--- config.mk ---
export PLATFORM = sky130hd
export DESIGN_NAME = serial_subtractor
export DESIGN_NICKNAME = d
export VERILOG_FILES = /design/src/rtl/serial_subtractor.sv
export SDC_FILE = /design/constraint.sdc
export NUM_CORES = 1
export LEC_CHECK = 0
export CORE_ASPECT_RATIO = 1.5
export CORE_MARGIN = 2
export CORE_UTILIZATION = 51
export DETAILED_ROUTE_END_ITERATION = 10
export HOLD_SLACK_MARGIN = 0.02
export PLACE_DENSITY = 0.78
export SYNTH_ARGS = -nofsm -noshare
export SYNTH_HDL_FRONTEND = slang
export SYNTH_SLANG_ARGS = --single-unit
--- constraint.sdc ---
create_clock -name clk -period 1.65 [get_ports clk]
set_input_delay 0.165 -clock clk [delete_from_list [all_inputs] [get_ports clk]]
set_output_delay 0.165 -clock clk [all_outputs]
set_load 0.01 [all_outputs]
--- src/rtl/serial_subtractor.sv ---
// serial_subtractor: bit-serial LSB-first a - b using one full-subtractor cell and a registered borrow.
module serial_subtractor #(
   parameter int WIDTH = 8,
   parameter int CNT_W = 5
) (
   input  logic             clk,
   input  logic             rst_n,
   input  logic             start,
   input  logic [WIDTH-1:0] a,
   input  logic [WIDTH-1:0] b,
   output logic             busy,
   output logic             done,
   output logic [WIDTH-1:0] diff,
   output logic             bout,
   output logic             d_bit,
   output logic             d_valid
);
   typedef enum logic [1:0] {IDLE, SHIFT, DONE} state_t;
   state_t           r_state, w_next;
   logic [WIDTH-1:0] r_sa, r_sb, r_res, r_diff, w_res_next;
   logic [CNT_W-1:0] r_cnt;
   logic             r_borrow, r_bout, w_d, w_nb, w_last;
   assign w_d        = r_sa[0] ^ r_sb[0] ^ r_borrow;
   assign w_nb       = (~r_sa[0] & r_sb[0]) | (~(r_sa[0] ^ r_sb[0]) & r_borrow);
   assign w_res_next = {w_d, r_res[WIDTH-1:1]};
   assign w_last     = r_cnt == CNT_W'(WIDTH - 1);
   always_comb begin
      w_next = r_state;
      if (r_state == IDLE && start) w_next = SHIFT;
      else if (r_state == SHIFT && w_last) w_next = DONE;
      else if (r_state == DONE) w_next = IDLE;
   end
   always_ff @(posedge clk or negedge rst_n) begin
      if (!rst_n) begin
         r_state  <= IDLE;
         r_sa     <= '0;
         r_sb     <= '0;
         r_res    <= '0;
         r_diff   <= '0;
         r_borrow <= 1'b0;
         r_bout   <= 1'b0;
         r_cnt    <= '0;
      end else begin
         r_state <= w_next;
         if (r_state == IDLE && start) begin
            r_sa     <= a;
            r_sb     <= b;
            r_borrow <= 1'b0;
            r_cnt    <= '0;
         end else if (r_state == SHIFT) begin
            r_sa     <= r_sa >> 1;
            r_sb     <= r_sb >> 1;
            r_res    <= w_res_next;
            r_borrow <= w_nb;
            r_cnt    <= r_cnt + 1'b1;
            if (w_last) begin
               r_diff <= w_res_next;
               r_bout <= w_nb;
            end
         end
      end
   end
   // d_bit is gated so a leftover borrow cannot show through while idle
   assign busy    = r_state == SHIFT;
   assign done    = r_state == DONE;
   assign d_valid = busy;
   assign d_bit   = busy & w_d;
   assign diff    = r_diff;
   assign bout    = r_bout;
endmodule

==> out/metrics.csv <==
stage;metric;value;unit
placement;gp_congestion;0.6800;
timing;hold-worst-slack;0.3553;ns
drt;via_count;1254;
timing;period_share;1.007;
power;switching_power;1393;uW
critical_path;crit_fanout;2;
synth;synth_warnings;0;
critical_path;worstPathCellList;inv_2 > fa_1 > and2_4 > buf_6;
placement;portBuffers;31;
power;power_frac_comb;0.431;
power;p_int;2678;uW
drt;ant_nets;0;
clocking;cts_sinks;40;
synth;syn-num-nets;178;
global_route;grt_max_degree;24;
run;drv_cap;0;
power;pwr-share-seq;0.406;
timing;timing.final.ws_setup;-0.01109;ns
drt;routed_via_density;5.269;
power;power.leakage;0.001100;uW
timing;timing.fmax;0.6020;GHz
timing;rsz0062_at_grt;true;
die;fp.dieArea;3887;sq um
status;outcome;complete, but fails checks;
drt;dr.pass1.iters;3;
die;die_w;51.58;um
synth;ys_types;27;
layout;fin_nets;218;
timing;setup-violations-final;1;
synth;ys_ff_latch;40;
clocking;root_buffer;clkbuf_8;
timing;finClkSkew;0.003444;ns
global_route;antenna_found_initial;0;
layout;nFillCells;262;
layout;area_growth;29.12;%
placement;pre_cts_slack;-0.1438;ns
clocking;cts_buffers;5;
layout;fin_area;2236;sq um
drt;remaining_drc_errors;0;
critical_path;cp_top_family;adder cells;
placement;post-dp-hpwl;2334;um
placement;dpl-instance-area;2116;sq um
critical_path;required;1.48;ns
critical_path;end_kind;output pin;
clocking;clockBufferDepth;2;
die;die_h;75.37;um
timing;hold_violations;0;
clocking;clk_latency;0.30;ns
clocking;ctsHtreeMaxLevel;2;
critical_path;worst-path-buf-inv;2;
critical_path;criticalPathCategory;register to output pin;
drt;drt_iter0_drc;18;
timing;slew_headroom;0.5739;
global_route;grt.total_usage;0.1981;
critical_path;crit_cells;4;
synth;synthCells;157;
critical_path;cp_slowest_cell;fa_1;
critical_path;start_kind;register;
critical_path;ff2ff_path_depth;4;
clocking;cts_tree;yes;
power;p_per_area;1821;nW/um^2
layout;multi_input_area;666.9;sq um
timing;drv_slew;0;
timing;period_minus_slack;1.661;ns
power;ir_drop;989.6;uV
clocking;path_clk_slew;0.07;ns
power;total_power;4071;uW
synth;syn_area;1732;sq um
global_route;grt_pass1_wl;5526;um
die;core;3191;sq um
layout;seq_area;1001;sq um
global_route;grt_overflow;0;
power;swShare;0.3421;
drt;drt-total-wl;3267;um
layout;diodes;0;
hold_path;hold_class;primary input to async pin;
power;clkPwrFrac;0.163;
critical_path;cp_slowest_stage_delay;0.55;ns
synth;yosysSeqAreaShare;0.5780;
global_route;grt_pass1_vias;1248;
die;initial_core_util;0.5427;
critical_path;crit_arrival;1.50;ns
die;num_rows;25;
synth;syn_area_per_cell;11.03;sq um
layout;drive_gt1_frac;0.1869;
timing;tightest_slew;0.6387;ns
die;io_pins;32;
status;violations;negative setup slack;
timing;tns;-0.01109;ns
drt;wire_per_inst;13.73;um
state kept, by name, indices dropped and copies added (netlist names):
name and count:
bout 1, r_borrow 1, r_sa 8, r_state 2, r_res 7, r_cnt 5, r_sb 8, diff 8
cell families after synthesis:
family | after synthesis | synth area share
buf+inv | 12 | 0.03974
fa+ha+maj | 2 | 0.01879
xor+xnor | 2 | 0.01012
simple gates | 64 | 0.1640
compound gates | 28 | 0.1142
flops | 40 | 0.5780
mux | 9 | 0.07515
layout make-up:
class	count	share of cell area
timing repair buffer	41	0.1813
tap	40	0.02238
clock inverter	2	0.004477
inverter	4	0.008954
sequential	40	0.4477
clock buffer	6	0.03693
multi-input combinational	105	0.2983
Yosys cell counts, drive strengths merged:
cell,count,share of area
nor2b,1,0.0036
mux2,8,0.069
o22ai,3,0.011
a22oi,14,0.061
nand2b,1,0.0036
o21ai,5,0.014
inv,4,0.012
a21o,2,0.0087
buf,7,0.026
o21bai,1,0.0065
nand2,57,0.13
and4bb,1,0.0072
o21ba,1,0.0058
clkbuf,1,0.0022
xor2,2,0.010
nor3b,1,0.0072
and2,1,0.0036
fa,1,0.012
dfrtp,40,0.58
o21a,1,0.0043
mux2i,1,0.0058
a21oi,1,0.0029
nand3,2,0.0058
ha,1,0.0072
placed cells by master, fill, tap and decap left out:
| master | n |
|---|---|
| nand2_1 | 56 |
| dfrtp_1 | 40 |
| clkdlybuf4s50_1 | 26 |
| a22oi_1 | 14 |
| mux2_4 | 8 |
| buf_4 | 7 |
| clkbuf_8 | 6 |
| o21ai_0 | 5 |
| o22ai_1 | 3 |
| dlygate4sd2_1 | 3 |
| inv_2 | 2 |
| a21o_1 | 2 |
| nand3_1 | 2 |
| xor2_1 | 2 |
| clkinv_2 | 2 |
| buf_12 | 2 |
| nor2b_1 | 1 |
| nand2b_2 | 1 |
| inv_6 | 1 |
| and2_4 | 1 |
| o21bai_2 | 1 |
| nor3b_2 | 1 |
| and4bb_2 | 1 |
| o21a_1 | 1 |
| nand2_8 | 1 |
| inv_1 | 1 |
| mux2i_1 | 1 |
| a21oi_1 | 1 |
| o21ba_2 | 1 |
| fa_1 | 1 |
| ha_1 | 1 |
| dlygate4sd3_1 | 1 |
| buf_2 | 1 |
| buf_6 | 1 |
path summary, 6_finish.rpt:
check                               from        to  slack, ns
min in group clk                    a[7]   r_sa[7]       0.43
worst max register to register  r_cnt[0]   diff[2]       0.12
worst min-delay path               rst_n  r_res[4]       0.36
max in group asynchronous          rst_n   r_sb[5]       0.82
worst max-delay path             r_sb[0]     d_bit      -0.01
worst min register to register  r_res[1]  r_res[1]       0.48
power groups by stage:
stage / logic, uW / clock network, uW / registers (uW)
floorplan: 1030 / 0 / 1660
global placement: 1610 / 0 / 1640
detailed placement: 1660 / 0 / 1670
CTS: 1670 / 692 / 1660
global route: 1980 / 726 / 1700
finish: 1760 / 662 / 1650
layer usage:
layer | wire length [um] | vias up | track usage
met2 | 1742 | 29 | 0.3504
met3 | 145 | 5 | 0.06471
met1 | 1316 | 618 | 0.2157
met4 | 62 | 0 | 0.08772
met5 | 0 | - | 0
li1 | - | 602 | -
through the flow:
stage,util,cells
2_1_floorplan,-,157
3_3_place_gp,0.6631,227
3_5_place_dp,0.6631,227
4_1_cts,0.6957,237
5_1_grt,0.7008,238
6_report,0.7008,238
timing repair:
item,4_1_cts,5_1_grt
pin swaps,2,2
endpoints found under the setup margin,4,1
endpoints found under the hold margin,19,0
hold buffers,1,0
gates resized for setup,9,3
buffers inserted,1,1
(Power assumes the default switching activity.)
